## src/rtl/rk_fb_arbiter_pkg.sv

```systemverilog
// Shared framebuffer geometry, address width, clear-FSM states and the packed
// records passed between the arbiter, its write queue and its read pipeline.
package rk_fb_arbiter_pkg;

    localparam int DEF_FB_WIDTH   = 408;
    localparam int DEF_FB_HEIGHT  = 300;
    localparam int ADDR_W         = 18;
    localparam int DEF_FIFO_DEPTH = 4;

    typedef enum logic {
        S_RUN   = 1'b0,
        S_CLEAR = 1'b1
    } fb_state_t;

    typedef struct packed {
        logic [ADDR_W-1:0] addr;
        logic              data;
    } wr_ent_t;

    typedef struct packed {
        logic vld;
        logic in_rng;
        logic hit;
        logic fwd;
    } rd_stage_t;

endpackage

```

## src/rtl/rk_fb_wfifo.sv

```systemverilog
// Circular pixel-write queue with a parallel newest-match lookup for forwarding.
// Latency: an entry is visible at the head and to lookup one cycle after push.
// Backpressure: none internally; the caller gates push on full (or full with pop).
module rk_fb_wfifo
    import rk_fb_arbiter_pkg::*;
#(
    parameter int DEPTH = DEF_FIFO_DEPTH
) (
    input  logic              clk,
    input  logic              reset_n,
    input  logic              push,
    input  wr_ent_t           push_dat,
    input  logic              pop,
    output wr_ent_t           head,
    output logic              full,
    output logic              empty,
    input  logic [ADDR_W-1:0] lk_addr,
    output logic              lk_hit,
    output logic              lk_data
);

    localparam int PTR_W = $clog2(DEPTH);
    localparam logic [PTR_W:0] FULL_CNT = DEPTH[PTR_W:0];

    wr_ent_t          mem [DEPTH];
    logic [PTR_W:0]   wr_ptr;
    logic [PTR_W:0]   rd_ptr;
    logic [PTR_W:0]   count;
    logic [PTR_W-1:0] idx;

    assign count = wr_ptr - rd_ptr;
    assign full  = (count == FULL_CNT);
    assign empty = (count == '0);
    assign head  = mem[rd_ptr[PTR_W-1:0]];

    always_ff @(posedge clk or negedge reset_n) begin
        if (!reset_n) begin
            wr_ptr <= '0;
            rd_ptr <= '0;
        end else begin
            if (push) wr_ptr <= wr_ptr + 1'b1;
            if (pop)  rd_ptr <= rd_ptr + 1'b1;
        end
    end

    always_ff @(posedge clk) begin
        if (push) mem[wr_ptr[PTR_W-1:0]] <= push_dat;
    end

    // Walk oldest to newest so the last match seen is the newest one.
    always_comb begin
        lk_hit  = 1'b0;
        lk_data = 1'b0;
        idx     = '0;
        for (int i = 0; i < DEPTH; i++) begin
            idx = rd_ptr[PTR_W-1:0] + PTR_W'(i);
            if (i < int'(count) && mem[idx].addr == lk_addr) begin
                lk_hit  = 1'b1;
                lk_data = mem[idx].data;
            end
        end
    end

endmodule

```

## src/rtl/rk_fb_arbiter.sv

```systemverilog
// Single-port 1-bit framebuffer arbiter: reads, then clear writes, then queued writes.
// Latency: rd_valid/rd_data 3 cycles after rd_stb; queued writes hit ram_* 1 cycle after pop.
// Backpressure: none to clients; writes beyond the queue depth are dropped and counted.
module rk_fb_arbiter
    import rk_fb_arbiter_pkg::*;
#(
    parameter int FB_WIDTH   = DEF_FB_WIDTH,
    parameter int FB_HEIGHT  = DEF_FB_HEIGHT,
    parameter int FIFO_DEPTH = DEF_FIFO_DEPTH
) (
    input  logic              clk,
    input  logic              reset_n,
    input  logic              wr_stb,
    input  logic [ADDR_W-1:0] wr_addr,
    input  logic              wr_data,
    input  logic              rd_stb,
    input  logic [ADDR_W-1:0] rd_addr,
    output logic              rd_valid,
    output logic              rd_data,
    input  logic              clr_stb,
    output logic              clr_busy,
    output logic              clr_done,
    output logic [7:0]        drop_cnt,
    output logic [ADDR_W-1:0] ram_addr,
    output logic              ram_we,
    output logic              ram_wdata,
    input  logic              ram_q
);

    localparam int FB_SIZE = FB_WIDTH * FB_HEIGHT;
    localparam logic [ADDR_W-1:0] FB_LIMIT  = ADDR_W'(FB_SIZE);
    localparam logic [ADDR_W-1:0] LAST_ADDR = ADDR_W'(FB_SIZE - 1);

    fb_state_t         state;
    logic [ADDR_W-1:0] clr_addr;
    wr_ent_t           head;
    wr_ent_t           push_dat;
    logic              full, empty, lk_hit, lk_data;
    logic              wr_ok, rd_in, do_pop, push, drop;
    rd_stage_t         s1, s2;

    assign wr_ok    = wr_stb && (wr_addr < FB_LIMIT);
    assign rd_in    = rd_addr < FB_LIMIT;
    assign do_pop   = !rd_stb && (state == S_RUN) && !empty;
    // A full queue still accepts when its head leaves on the same edge.
    assign push     = wr_ok && (!full || do_pop);
    assign drop     = wr_ok && full && !do_pop;
    assign push_dat = '{addr: wr_addr, data: wr_data};

    rk_fb_wfifo #(
        .DEPTH (FIFO_DEPTH)
    ) u_wfifo (
        .clk      (clk),
        .reset_n  (reset_n),
        .push     (push),
        .push_dat (push_dat),
        .pop      (do_pop),
        .head     (head),
        .full     (full),
        .empty    (empty),
        .lk_addr  (rd_addr),
        .lk_hit   (lk_hit),
        .lk_data  (lk_data)
    );

    always_ff @(posedge clk or negedge reset_n) begin
        if (!reset_n) begin
            ram_addr  <= '0;
            ram_we    <= 1'b0;
            ram_wdata <= 1'b0;
        end else begin
            ram_we <= 1'b0;
            if (rd_stb) begin
                if (rd_in) ram_addr <= rd_addr;
            end else if (state == S_CLEAR) begin
                ram_addr  <= clr_addr;
                ram_we    <= 1'b1;
                ram_wdata <= 1'b0;
            end else if (!empty) begin
                ram_addr  <= head.addr;
                ram_we    <= 1'b1;
                ram_wdata <= head.data;
            end
        end
    end

    // clr_busy stays up through the clr_done cycle and falls on the following edge.
    always_ff @(posedge clk or negedge reset_n) begin
        if (!reset_n) begin
            state    <= S_RUN;
            clr_addr <= '0;
            clr_busy <= 1'b0;
            clr_done <= 1'b0;
        end else begin
            clr_done <= 1'b0;
            case (state)
                S_RUN: begin
                    if (clr_stb) begin
                        state    <= S_CLEAR;
                        clr_addr <= '0;
                        clr_busy <= 1'b1;
                    end else begin
                        clr_busy <= 1'b0;
                    end
                end
                S_CLEAR: begin
                    if (!rd_stb) begin
                        if (clr_addr == LAST_ADDR) begin
                            state    <= S_RUN;
                            clr_done <= 1'b1;
                        end else begin
                            clr_addr <= clr_addr + 1'b1;
                        end
                    end
                end
                default: state <= S_RUN;
            endcase
        end
    end

    // A read never coincides with a pop, so every queued entry is a forwarding candidate.
    always_ff @(posedge clk or negedge reset_n) begin
        if (!reset_n) begin
            s1       <= '0;
            s2       <= '0;
            rd_valid <= 1'b0;
            rd_data  <= 1'b0;
        end else begin
            s1       <= '{vld: rd_stb, in_rng: rd_in, hit: rd_stb && lk_hit, fwd: lk_data};
            s2       <= s1;
            rd_valid <= s2.vld;
            rd_data  <= s2.vld && (s2.hit ? s2.fwd : (s2.in_rng && ram_q));
        end
    end

    always_ff @(posedge clk or negedge reset_n) begin
        if (!reset_n) begin
            drop_cnt <= '0;
        end else if (drop && drop_cnt != 8'hFF) begin
            drop_cnt <= drop_cnt + 1'b1;
        end
    end

endmodule

```

## config.mk

```make
export PLATFORM = sky130hd
export DESIGN_NAME = rk_fb_arbiter
export DESIGN_NICKNAME = d
export VERILOG_FILES = /design/src/rtl/rk_fb_arbiter_pkg.sv /design/src/rtl/rk_fb_wfifo.sv /design/src/rtl/rk_fb_arbiter.sv
export SDC_FILE = /design/constraint.sdc
export NUM_CORES = 1
export LEC_CHECK = 0
export ABC_AREA = 0
export BUFFER_PORTS_ARGS = -buffer_cell sky130_fd_sc_hd__buf_4
export CAP_MARGIN = 0
export CORE_AREA = 3 3 130 132
export DETAILED_ROUTE_END_ITERATION = 6
export DIE_AREA = 0 0 133 135
export PLACE_DENSITY = 0.73
export REMOVE_ABC_BUFFERS = 1
export SLEW_MARGIN = 30
export SYNTH_ARGS = -nofsm -noshare
export SYNTH_HDL_FRONTEND = slang
export SYNTH_SLANG_ARGS = --single-unit
```

## constraint.sdc

```tcl
create_clock -name clk -period 3.2 [get_ports clk]
set_input_delay 0 -clock clk [delete_from_list [all_inputs] [get_ports clk]]
set_output_delay 0 -clock clk [all_outputs]
set_load 0.005 [all_outputs]
```

# Word level (Yosys, flattened, before mapping)
# Memory sizes are Yosys's and may differ from the RTL's.
# Index checks and enable logic that the tools add are counted.
# classes
addsub	8
mul	0
div	0
order_cmp	6
eq_ne	13
shifts	0
mux	31
bitwise	2
reduce_logical	23
# ops
cell	count
18-bit 2-to-1 mux	7
18-bit == test	4
18-bit by 17-bit < comparator with 1-bit output, second input constant	2
18-bit case mux with 2 select lines	1
1-bit 2-to-1 mux	22
18-bit by 1-bit adder with 18-bit output, second input constant	1
18-bit by 17-bit == test with 1-bit output, second input constant	1
1-bit logical AND	14
8-bit by 1-bit adder with 8-bit output, second input constant	1
2-bit inequality test, second input constant	4
8-bit inequality test, second input constant	1
3-bit by 1-bit adder with 3-bit output, second input constant	2
1-bit by 3-bit < comparator with 1-bit output, first input constant	2
2-bit by 3-bit < comparator with 1-bit output, first input constant	2
2-bit adder, second input constant	2
1-bit logical NOT	4
2-bit AND reduction	2
3-bit == test, second input constant	1
3-bit logical NOT	1
3-bit inequality test, second input constant	1
3-bit AND reduction	1
3-bit subtractor	1
2-bit by 1-bit adder with 2-bit output, second input constant	1
2-bit by 1-bit inequality test with 1-bit output, second input constant	1
3 further kinds	4
# word_totals
ff_bits	65
latchBits	0
mem_bits_rw	76
mem_bits_ro	0
inputBits	43
out_inout_bits	32
wordCells	104
mem_count	1
# mem_list
name	depth	word_bits	read_ports	rd_clocked_by_memory_dff	write_ports	line	source
u_wfifo.mem	4	19	4	0	1	rk_fb_wfifo.sv:25	wr_ent_t mem [DEPTH];

# Longest topological paths before layout
# logic_depth
depth_word	8
mapped_depth	12
ltp_nobuf	11

# Cells and area by module
# Synthesis repeated with hierarchy kept, for this count alone.
# unflattened
hier_cells	633
area_unflattened_um2	8466.9
# modules_own_cells
module	n_inst	cells_per_inst	area_each_um2	seq_area_each_um2
rk_fb_wfifo	1	350	5484.0	2432.3
rk_fb_arbiter	1	283	2982.9	1476.4

# Worst setup path after synthesis
# Ideal clock, no wire load.
# synth_timing
path_type	reg2reg
from	register u_wfifo.rd_ptr[1]
to	register s1[0] (netlist bit)
setup_time_ps	126
t_arrival_ps	2790
required_time_ps	3074
setup_slack_ps	284
stages_incl_launch_ff	11
path_buffers	2
synth_period_minus_slack_ps	2916
path_cell_list	dfrtp_1 -> ha_1 -> buf_6 -> buf_8 -> mux4_4 -> xnor2_1 -> nand4_1 -> or4_4 -> mux2_4 -> nand2_1 -> a31oi_1
# synth_between
elab_chain_len	7
word_cells_on_any_way	21
classes_between	add/sub: 4; order compare: 4; eq/ne: 4; mux: 4; reduce/logical: 4; memory: 1
# synth_rtl
element	line	source
start: declaration	rk_fb_wfifo.sv:27	logic [PTR_W:0] rd_ptr;
start signal: assignment	rk_fb_wfifo.sv:42	if (pop) rd_ptr <= rd_ptr + 1'b1;
2-bit by 1-bit adder with 2-bit output, or another cell as far along	rk_fb_wfifo.sv:56	idx = rd_ptr[PTR_W-1:0] + PTR_W'(i);
memory 4 x 19 bit, or another cell as far along	-	
18-bit == test or 1-bit logical AND (tied branches)	rk_fb_wfifo.sv:57	if (i < int'(count) && mem[idx].addr == lk_addr) begin
1-bit logical AND or 1-bit 2-to-1 mux (tied branches)	rk_fb_wfifo.sv:57	
1-bit 2-to-1 mux (2 in a row)	rk_fb_wfifo.sv:57	
1-bit 2-to-1 mux (*)	rk_fb_wfifo.sv:57	
net lk_data	rk_fb_arbiter.sv:38	logic full, empty, lk_hit, lk_data;
end signal: assignment	rk_fb_arbiter.sv:129	s1 <= '{vld: rd_stb, in_rng: rd_in, hit: rd_stb && lk_hit, fwd: lk_data};
end: declaration	rk_fb_arbiter.sv:40	rd_stage_t s1, s2;
# The timed path passes the listed nets; every way through them passes the cells marked *.
# A chain may end at the register's enable or synchronous reset.

# Final worst setup path
# layout_timing
from	register u_wfifo.rd_ptr[0]
to	register s1[0] (netlist bit)
# Same word-level chain as after synthesis.

==> metrics.txt <==
number of instances in the placed design 965; Die W 133 um; fraction of the cycle the final worst path needs 97.9%; hold violation total from the final report 0; fin worst setup slack 67.7 ps; I/O pins 75; Synth Cell Area 8620 sq um; number of DRC violations after detailed routing 0; total power divided by cell area 671 nW/um^2; Ant. Diodes 0; Setup TNS 0 ps; clock-pin slew on the worst setup and hold paths 70 ps; number of nets in the layout 854; Cell Area, Placed 9330 sq um; Clock Tree Buf Depth 2; source of the worst register-to-register timing path u_wfifo.rd_ptr[0]; total number of clock tree sinks 141; metal3 WL 1540 um; max-slew violations 0; via count of the first global-routing pass 6319; Period minus WS final 3130 ps; GRT Total Usage 25.1%; number of cell rows 46; total number of vias 6358; clock tree root buffer cell sky130_fd_sc_hd__clkbuf_16; final setup fails 0; number of buffer cells added on primary ports 74; Primary FF master, synth sky130_fd_sc_hd__edfxtp_1; routed wire length per instance 21.4 um; worst hold-check path type input port to register; startpoint types register; status complete, no violations; detailed-routing wirelength on met1 9250 um; number of enable-type register cells in the synthesized netlist 76; detailed-router iteration count before antenna repair 7; non-filler instance count after layout 1031; wire length of the first global-routing pass 34700 um; Clk Latency, worst-skew pair 440 ps; number of violations of the max-capacitance limit 0; Synth top cells by count sky130_fd_sc_hd__edfxtp_1, sky130_fd_sc_hd__dfrtp_1, sky130_fd_sc_hd__nand2_1; WP data required 3520 ps; synth unique cells 64; post-synthesis sequential element count 141; TritonCTS buffer count 17; maximum fanout encountered on the critical timing path 7; share of post-route cells with drive strength above 1 26.1%; VDD IR-drop max 0.397 mV; highest layer used for signal routing met4; sequential cell area fraction in the yosys report 45.4%; TritonCTS clock tree done; height of the die 135 um; die outline area 18000 sq um; YS warnings 0; worst-margin pin slew 835 ps; largest net degree at the start of global routing 73; top-count cell post-synth sky130_fd_sc_hd__edfxtp_1; Slew headroom 44.3%; CP arrival 3450 ps; cell count after synthesis 703; ys async rst share 46.1%; antenna violations before repair 0; CTS H-Tree Depth 4; GP Congestion 0.968; leading post-synthesis cells by cell area sky130_fd_sc_hd__edfxtp_1, sky130_fd_sc_hd__dfrtp_1, sky130_fd_sc_hd__mux4_2, sky130_fd_sc_hd__xnor2_1, sky130_fd_sc_hd__mux2i_1; Post-DP HPWL 15900 um; post-route design area 10300 sq um; timing startpoint of the critical path u_wfifo.rd_ptr[0]; starting DRC count in detailed routing 728; largest area contributor in the synthesized netlist sky130_fd_sc_hd__edfxtp_1; Pleak 0.00388 uW; post-DR vias/cell 6.17; setup repair after global routing missed its margin true; CP Class register to register; share of the synthesized area in the top cell type 26.5%; synthesized area per cell 12.3 sq um; starting utilization of the core area 54.4%; launch instance of the worst min-delay path rd_addr[2]; final clock skew 15.6 ps; Area growth syn-to-layout 19.8%; number of nets still failing antenna checks after routing 0; global-route congestion overflow total 0; DRT Wirelength 22100 um; worst-case setup slack after placement 9.91 ps; wire length on met2 10700 um; maximum frequency from static timing analysis 0.319 GHz; type of element capturing the critical path register; area of the core 15800 sq um
## final cells by class
cell class	instances	area, sq um
clock buffer	17	425
clock inverter	15	171
fill	1191	5510
inverter	8	30.0
multi-input combinational	501	4380
sequential	141	3910
tap	216	270
timing repair buffer	133	1130
## state kept, by name, summed over array words and instances, names as in the netlist
name and cells:
clr_busy 1, clr_done 1, u_wfifo.rd_ptr 3, u_wfifo.mem 76, s2 4, drop_cnt 8, ram_wdata 1, rd_valid 1
ram_addr 18, rd_data 1, u_wfifo.wr_ptr 3, ram_we 1, state 1, clr_addr 18, s1 4
## power breakdown
group	internal (uW)	switching (uW)	leakage (uW)
clock	1220	793	0.000277
sequential	2160	218	0.00151
combinational	1330	1200	0.00209
## worst max-delay path, stage by stage (launching register included)
cell	delay (ps)
sky130_fd_sc_hd__dfrtp_4	500
sky130_fd_sc_hd__ha_4	300
sky130_fd_sc_hd__buf_12	120
sky130_fd_sc_hd__buf_4	150
sky130_fd_sc_hd__buf_4	160
sky130_fd_sc_hd__mux4_2	530
sky130_fd_sc_hd__xnor2_1	160
sky130_fd_sc_hd__nand4_1	90
sky130_fd_sc_hd__or4_4	560
sky130_fd_sc_hd__mux2_4	310
sky130_fd_sc_hd__nand2_1	60
sky130_fd_sc_hd__a31oi_1	70
## cell usage in the layout, fill, tap and decap left out, types with 5 or more instances in the layout
cell and n:
sky130_fd_sc_hd__nand2_1 65, sky130_fd_sc_hd__nor2_1 48, sky130_fd_sc_hd__and2_1 9, sky130_fd_sc_hd__nand2b_1 7, sky130_fd_sc_hd__clkbuf_16 17, sky130_fd_sc_hd__nand3_1 13
sky130_fd_sc_hd__mux2i_1 37, sky130_fd_sc_hd__clkinvlp_4 5, sky130_fd_sc_hd__buf_4 94, sky130_fd_sc_hd__dfrtp_1 63, sky130_fd_sc_hd__nor3_1 5, sky130_fd_sc_hd__o21ai_0 32
sky130_fd_sc_hd__dlygate4sd3_1 33, sky130_fd_sc_hd__xor2_1 28, sky130_fd_sc_hd__edfxtp_1 76, sky130_fd_sc_hd__a21oi_1 35, sky130_fd_sc_hd__mux2_2 11, sky130_fd_sc_hd__nand4_1 18
sky130_fd_sc_hd__mux4_2 53, sky130_fd_sc_hd__xnor2_1 58, sky130_fd_sc_hd__mux4_1 6, sky130_fd_sc_hd__nor4_1 6, sky130_fd_sc_hd__ha_1 6, sky130_fd_sc_hd__inv_1 7
## layer usage
layer / track usage, % / vias up
met1: 34.3 / 3169
met5: 0 / -
met2: 40.4 / 311
li1: - / 2828
met3: 4.81 / 50
met4: 9.35 / 0
## final timing paths
check | slack (ps) | depth (start not counted) | endpoint
hold / removal | 10 | 3 | ram_addr[2]
setup reg to reg | 70 | 11 | s1[0]
setup / recovery | 70 | 11 | s1[0]
hold reg to reg | 350 | 0 | s2[2]
min in group asynchronous | 220 | 2 | drop_cnt[5]
max in group asynchronous | 2370 | 2 | u_wfifo.rd_ptr[0]
## per-stage QoR
step / util (%) / total power [uW] / hold WS, ps
finish: 65.2 / 6920 / 14.6
detailed placement: 58.9 / 4820 / 156
global route: 65.2 / 7230 / 50.5
global placement: 58.9 / 4740 / 132
floorplan: - / 4080 / -296
CTS: 64.8 / 6870 / 10.3
## what timing repair did
item                       4_1_cts  5_1_grt
hold endpoints to repair       154        0
setup buffers                    0        1
hold buffers                    33        0
gates resized for setup          0       11
setup endpoints to repair        0        2
## cells by family after synthesis
family                   count (synthesis)  share of synthesized area [%]
multiplexers                           109                           21.9
buffers and inverters                   61                           4.24
AND/OR/NAND/NOR                        193                           10.9
XOR/XNOR                                89                           9.21
flip-flops                             141                           45.4
adder cells (fa/ha/maj)                  9                           1.39
AO/OA/AOI/OAI                          101                           7.03
Note: power is estimated with default switching activity, not from simulation.
